`src/rtl/regfile_sb.sv`:
```
// regfile_sb: multi-read register file with pending-write scoreboard.
// Optional same-cycle writeback bypass: define REGFILE_BYPASS_EN.
module regfile_sb #(
   parameter int                     WIDTH    = 24,
   parameter int                     DEPTH    = 16,
   parameter int                     AW       = $clog2(DEPTH),
   parameter bit                     ZERO_REG = 1'b0,
   parameter logic [DEPTH*WIDTH-1:0] RST_VAL  = '0
) (
   input  logic             clk,
   input  logic             rst_n,
   input  logic             we,
   input  logic [AW-1:0]    dst,
   input  logic [WIDTH-1:0] data,
   input  logic [AW-1:0]    src0,
   input  logic [AW-1:0]    src1,
   output logic [WIDTH-1:0] outa,
   output logic [WIDTH-1:0] outb,
   input  logic             iss_vld,
   input  logic [AW-1:0]    iss_dst,
   output logic             stall,
   output logic             busy0,
   output logic             busy1,
   input  logic             sb_clr,
   output logic [AW:0]      pend_cnt,
   input  logic [AW-1:0]    dbg_sel,
   output logic [WIDTH-1:0] dbg_data
);

   logic [WIDTH-1:0] regs_q [DEPTH];
   logic [DEPTH-1:0] pend_q, pend_d;
   logic [AW:0]      cnt_q, cnt_d;
   logic [WIDTH-1:0] dbg_q;

   logic live_dst, live_s0, live_s1, live_iss, live_dbg;
   logic wr_ok, acc, waw;
   logic hit0, hit1, hitd;
   logic [WIDTH-1:0] rd0, rd1, rdd;

   // address 0 is hardwired when ZERO_REG is set
   assign live_dst = !(ZERO_REG && dst     == '0);
   assign live_s0  = !(ZERO_REG && src0    == '0);
   assign live_s1  = !(ZERO_REG && src1    == '0);
   assign live_iss = !(ZERO_REG && iss_dst == '0);
   assign live_dbg = !(ZERO_REG && dbg_sel == '0);

   assign wr_ok = we & live_dst;

   assign rd0 = live_s0  ? regs_q[src0]    : '0;
   assign rd1 = live_s1  ? regs_q[src1]    : '0;
   assign rdd = live_dbg ? regs_q[dbg_sel] : '0;

`ifdef REGFILE_BYPASS_EN
   assign hit0 = wr_ok & (dst == src0);
   assign hit1 = wr_ok & (dst == src1);
   assign hitd = we & (dst == iss_dst);
`else
   assign hit0 = 1'b0;
   assign hit1 = 1'b0;
   assign hitd = 1'b0;
`endif

   assign outa = hit0 ? data : rd0;
   assign outb = hit1 ? data : rd1;

   assign busy0 = live_s0 & pend_q[src0] & ~hit0;
   assign busy1 = live_s1 & pend_q[src1] & ~hit1;
   assign waw   = pend_q[iss_dst] & ~hitd;
   assign stall = iss_vld & (busy0 | busy1 | waw);
   assign acc   = iss_vld & ~stall & live_iss;

   // next pending set: writeback clears, issue sets (issue wins), flush clears all
   always_comb begin
      pend_d = pend_q;
      if (wr_ok) pend_d[dst] = 1'b0;
      if (acc) pend_d[iss_dst] = 1'b1;
      if (sb_clr) pend_d = '0;
      cnt_d = '0;
      for (int i = 0; i < DEPTH; i++)
         cnt_d = cnt_d + {{AW{1'b0}}, pend_d[i]};
   end

   // register storage, loaded from the reset image
   always_ff @(posedge clk or negedge rst_n) begin
      if (!rst_n) begin
         for (int i = 0; i < DEPTH; i++)
            regs_q[i] <= (ZERO_REG && i == 0) ? '0 : RST_VAL[i*WIDTH +: WIDTH];
      end else if (wr_ok) begin
         regs_q[dst] <= data;
      end
   end

   // scoreboard bits and their registered population count
   always_ff @(posedge clk or negedge rst_n) begin
      if (!rst_n) begin
         pend_q <= '0;
         cnt_q  <= '0;
      end else begin
         pend_q <= pend_d;
         cnt_q  <= cnt_d;
      end
   end

   // debug port samples the pre-write contents
   always_ff @(posedge clk or negedge rst_n) begin
      if (!rst_n) dbg_q <= '0;
      else        dbg_q <= rdd;
   end

   assign pend_cnt = cnt_q;
   assign dbg_data = dbg_q;

endmodule

```
`config.mk`:
```
export PLATFORM = sky130hd
export DESIGN_NAME = regfile_sb
export DESIGN_NICKNAME = d
export VERILOG_FILES = /design/src/rtl/regfile_sb.sv
export SDC_FILE = /design/constraint.sdc
export NUM_CORES = 1
export LEC_CHECK = 0
export BUFFER_PORTS_ARGS = -buffer_cell sky130_fd_sc_hd__buf_4
export CORE_ASPECT_RATIO = 0.5
export CORE_UTILIZATION = 35
export CTS_CLUSTER_SIZE = 30
export DETAILED_ROUTE_END_ITERATION = 12
export GPL_TIMING_DRIVEN = 1
export PLACE_DENSITY_LB_ADDON = 0.12
export SYNTH_ARGS = -nofsm -noshare
export SYNTH_HDL_FRONTEND = slang
export SYNTH_SLANG_ARGS = --single-unit
```
`constraint.sdc`:
```
create_clock -name clk -period 5.5 [get_ports clk]
set_input_delay 0.55 -clock clk [delete_from_list [all_inputs] [get_ports clk]]
set_output_delay 0.55 -clock clk [all_outputs]
set_load 0.03 [all_outputs]
```
Yosys cells after proc, flatten, opt, wreduce, memory -nomap -nowiden:

Cells that the tools add are included.
Widths: inputs -> output; s select.

* bitwise operators: 12
* reduce and logical (&&, ||, !) cells: 3
* $add $sub $neg: 15
* muxes and demuxes: 25
* order comparisons: 11

Operator list (count)
* $bwmux 384: 1
* $bmux 24 s4: 3
* $mux 24: 7
* $demux 24 s4: 1
* $add 5x1->5: 11
* $mux 16: 3
* $ge 5x5->1 const B: 4
* $lt 4x5->1 const B: 4
* $not 4->5: 4
* $and 16x16->16: 1
* $not 16->16: 1
* $or 16x16->16: 1
* $bmux 1 s4: 3
* $demux 1 s4: 2
* $ge 4x1->1 const B: 2
* $add 4x1->5: 1
* $lt 5x1->1 const B: 1
* $mux 1: 5
* $add 3x1->4: 1
* $add 2x1->3: 1
* $logic_and 1x1->1: 3
* $add 1x1->2: 1
* $and 1x1->1: 2
* $or 1x1->1: 2
* $not 1->1: 1

* flip-flop bits (word level): 429
* input bits: 49
* output and inout port bits: 80

Longest topological paths before layout:

* depth in word-level cells: 25
* gate-level depth with buffers: 19
* gate-level depth less buffers: 17

Worst setup path after synthesis:

Ideal clock, no wire load.

* kind: input -> register
* from: in src1[2]
* to: reg cnt_q[4], in the netlist pend_cnt[4]
* path slack: -0.090 ns
* data required time: 5.436 ns
* data arrival time: 5.526 ns
* cell stages on the path: 19
* path buffers: 2
* setup time: 0.064 ns
* path through: clkbuf_1 -> mux4_2 -> mux2i_1 -> mux2i_1 -> or2_4 -> buf_6 -> o41a_1 -> fa_1 -> inv_1 -> fa_1 -> inv_1 -> fa_1 -> inv_1 -> fa_1 -> ha_1 -> inv_1 -> fa_1 -> nor2b_1 -> o21a_1

* longest elaborated chain between the ends: 24

Ends and longest elaborated chain
* from (decl): line 16 `input logic [AW-1:0] src1,`
* $bmux 1 s4 *: line 67 `assign busy1 = live_s1 & pend_q[src1] & ~hit1;`
* $mux 1 (not written as such) *: line 67
* via busy1: line 23 `output logic busy1,`
* $or 1x1->1 * (2 in a row): line 69 `assign stall = iss_vld & (busy0 | busy1 | waw);`
* $and 1x1->1 *: line 69
* $not 1->1 *: line 70 `assign acc = iss_vld & ~stall & live_iss;`
* $and 1x1->1 *: line 70
* $mux 16 *: line 76 `if (acc) pend_d[iss_dst] = 1'b1;`
* $mux 16 *: line 77 `if (sb_clr) pend_d = '0;`
* $add 1x1->2: line 80 `cnt_d = cnt_d + {{AW{1'b0}}, pend_d[i]};`
* $add 2x1->3: line 80
* $add 3x1->4: line 80
* $add 4x1->5: line 80
* $add 5x1->5 (10 in a row): line 80
* $add 5x1->5 *: line 80
* via cnt_d[4]: line 32 `logic [AW:0] cnt_q, cnt_d;`
* to (signal assigned): line 100 `cnt_q <= cnt_d;`
* to (decl): line 32

The timed path passes the listed nets; every way through them passes the cells marked *. The select of a mux whose other input is x is not followed.
A chain may end at the register's enable or synchronous reset.

Worst setup path after layout:

* from: reg pend_q[9]
* to: reg cnt_q[4], in the netlist pend_cnt[4]

* elaborated cells between the ends (all ways): 31
* those cells by class: add/sub: 15; mux: 9; bitwise: 7

RTL lines
* from (decl): line 31 `logic [DEPTH-1:0] pend_q, pend_d;`
* from (signal assigned): line 99 `pend_q <= pend_d;`
* $bmux 1 s4 (on tied branches): line 66, 67
* $mux 1 (on tied branches): line 66, 67
* $or 1x1->1: line 69
* $or 1x1->1 *: line 69
* $and 1x1->1 *: line 69
* $not 1->1 *: line 70
* $and 1x1->1 *: line 70
* $mux 16 *: line 76
* $mux 16 *: line 77
* via pend_d[7]: line 31
* $add 5x1->5 * (9 in a row): line 80
* via cnt_d[4]: line 32

Marks and branches as above.

==> results.md <==
* Run status: finished, violations left
* Failing checks: negative hold slack
* First-pass GRT wire length at 117 mm
* Distinct cells, synth at 30
* Num CTS Buffers at between 40 and 50
* Post-synthesis cell count at approximately 1500
* Routing usage on met3 at under 10%
* CTS H-tree depth at 2
* Critical Path RT at 6.02 ns
* Number of global-route vias before repair at 16800
* FF+latch count, synth at between 400 and 500
* Max-cap viol count at 0
* Setup Fix Bufs, Post-CTS at 0
* Final Hold Vio Count at 6
* Max Slew Vio Count at 0
* Post-Place Cells at 2420
* Worst VDD drop at between 0.00015 and 0.0002 V
* Warnings from Yosys at 0
* Layout area overhead at 14.1%
* Largest net degree at the start of global routing at ~120
* Post-Syn Area per Cell at approximately 17 sq um
* Die area at 72600 sq um
* Worst-Margin Slew at about 1.2 ns
* CP Data Arrival Time at 5.78 ns
* Reg2Reg Setup Slack at 0.24 ns
* Vias per cell at about 6.0
* Synthesized area at 25000 sq um
* Setup crit start kind: register
* Tcrit/Tclk final at 95.7%
* Total GRT Usage at about 22%
* Slowest stage cell on the critical path: mux4_2
* Syn_nets at about 1500
* Root buf cell: clkbuf_16
* Critical path buffers and inverters at 5
* Via count at 15100
* Final global-route overflow total at 0
* Crit path largest cell delay at ~0.50 ns
* Initial antenna violation count at 1
* DP HPWL at 43.2 mm
* Layout cells sized above 1 at about three fifths
* Final setup vio count at 0
* Critical path class: register to register
* Drt first pass iters at 5
* Fmax at 190 MHz
* Clk slew on worst S/H paths at 0.06 ns
* GPL Wtd Cong at between 0.8 and 0.9
* Cell mode on critical path: fa_1
* Slew HR at 23.2%
* Clock Path Buffers at 3
* Later-pin clock latency in the skew report at 0.58 ns
* Core region area at 69900 sq um
* Hold_buf cts at 0
* Die X at roughly 380 um
* Final Critical Period at approximately 5.3 ns
* CTS tree: built
* Core Util, Final at roughly two fifths
* Worst path top cell family by delay: adder cells
* Residual DRC at 0
* Leak pwr at around 11 nW
* Fin Clk Skew at 0.00886 ns
* Starting density of the core at a little over a third
* Critical-path cell list: mux4_2, mux2i_2, mux2i_2, or2_4, buf_4, o41ai_1, buf_4, fa_1, inv_1, fa_1, fa_1, inv_1, fa_1, ha_1, inv_1, fa_1, nor2b_1, o21a_1
* Yosys top cell by area: dfrtp_1
* Gr busiest metal: met2
* ANT nets after route at 0
* Total Wirelength at approximately 80 mm
* Setup slack at placement at -0.106 ns
* Worst Hold Class: primary input to asynchronous set/reset pin
* Final std cells w/o fill at 2501
* Avg WL per Cell at 31.2 um
* IO Pins at 129
* Share of the synthesized area in the top cell type at a little over two fifths
* Die Ht at ~190 um
* GR Layer Usage met1 at 29.0%
* PortBufs at 128
* Synth area leaders: dfrtp_1, mux4_2, mux2_2
* WHS at -0.00514 ns
* Routing usage on met2 at between 30% and 40%
* CP max FO at 9
* Clock Sinks at ~430
* 1st-iter DRT viols at 1247
* Sequential area share after synthesis at 42.9%
* PD cells at 379 nW/um^2
* Crit end category: register
* Post-cts sizing count at 0
* Final #Nets at about 1600
* PnR worst setup slack at around 0.24 ns
* Total power at 10.8 mW
* RSZ-0062 raised after global routing: false
* Rows at 68
## final cells by class
type	instances	area, sq um
Clock buffer	65	1350
Timing Repair Buffer	174	1360
Sequential cell	429	10700
Antenna cell	2	5.00
Tap cell	945	1180
Fill cell	6228	41300
Inverter	14	52.6
Multi-Input combinational cell	858	13700
Clock inverter	14	126
## registers in the layout, indices dropped and copies added (netlist names)
signal,count
regs_q,384
dbg_data,24
pend_q,16
pend_cnt,5
## power breakdown
part | switching, mW | internal, mW | total [mW]
Clock | 1.33 | 1.80 | 3.13
Sequential | 0.637 | 3.88 | 4.52
Combinational | 1.31 | 1.86 | 3.17
Total | 3.27 | 7.54 | 10.8
## cell usage after synthesis (all sizes together)
cell / instances
nand3: 2
o21a: 2
nor3b: 1
nand2b: 5
nand2: 4
ha: 5
mux4: 373
nor2b: 3
or3b: 10
clkbuf: 107
nand3b: 11
o41ai: 16
mux2: 384
fa: 10
dfrtp: 429
inv: 14
a21oi: 1
mux2i: 6
nor2: 11
o41a: 5
buf: 44
a21o: 1
or2: 2
xnor2: 2
or3: 4
## cell families (layout without fill, tap and decap cells)
group           Yosys count  after routing  synth area share (%)
mux                     763            763                  51.1
fa+ha+maj                15             15                  1.05
simple gates             53             53                  1.34
compound gates           25             25                 0.895
other cells               0              2                     0
flops                   429            429                  42.9
xor+xnor                  2              2                0.0700
buf+inv                 165            267                  2.65
## stage by stage
step / hold slack [ns] / area (sq um) / TNS [ns]
2_1_floorplan: 0.254 / 25000 / 0
3_3_place_gp: 0.505 / 27000 / 0
3_5_place_dp: 0.524 / 27000 / -0.187
4_1_cts: 0.00665 / 28500 / 0
5_1_grt: 0.0265 / 28500 / 0
6_report: -0.00514 / 28500 / 0
## path summary, 6_finish.rpt
| path | depth (start not counted) | to | start |
|---|---|---|---|
| min reg2reg | 1 | regs_q[173] | regs_q[173] |
| min in group clk | 2 | regs_q[270] | data[6] |
| max in group asynchronous | 2 | regs_q[102] | rst_n |
| max reg2reg | 18 | pend_cnt[4] | pend_q[9] |
| max | 18 | pend_cnt[4] | pend_q[9] |
| min | 1 | pend_cnt[4] | rst_n |
## worst register-to-register path, cell delays in order, from the launching register on
cell	delay, ns
dfrtp_1	0.46
mux4_2	0.50
mux2i_2	0.19
mux2i_2	0.12
or2_4	0.29
buf_4	0.19
o41ai_1	0.40
buf_4	0.19
fa_1	0.38
inv_1	0.08
fa_1	0.43
fa_1	0.50
inv_1	0.05
fa_1	0.49
ha_1	0.18
inv_1	0.07
fa_1	0.45
nor2b_1	0.13
o21a_1	0.12
## cells in the final DEF (no fill, tap or decap), types with 2 or more instances in the layout
master     instances
buf_12             3
buf_4            167
buf_6              3
bufinv_16          2
clkbuf_1           7
clkbuf_16         47
clkbuf_8          11
clkinv_2          10
dfrtp_1          429
diode_2            2
fa_1              10
ha_1               5
inv_1             14
mux2_1            72
mux2_2           312
mux2i_1            4
mux2i_2            2
mux4_2           373
nand2_1            3
nand2b_1           5
nand3_1            2
nand3b_1          11
nor2_1             2
nor2_4             9
nor2b_1            2
o21a_1             2
o41a_1             5
o41ai_1           14
o41ai_2            2
or3_2              3
or3b_2            10
xnor2_1            2
## metal layers
layer | vias to the layer above | wire [um]
met5 | - | 0
li1 | 6078 | -
met3 | 131 | 4620
met1 | 8390 | 32800
met2 | 486 | 38600
met4 | 0 | 2110
(Power assumes the default switching activity.)
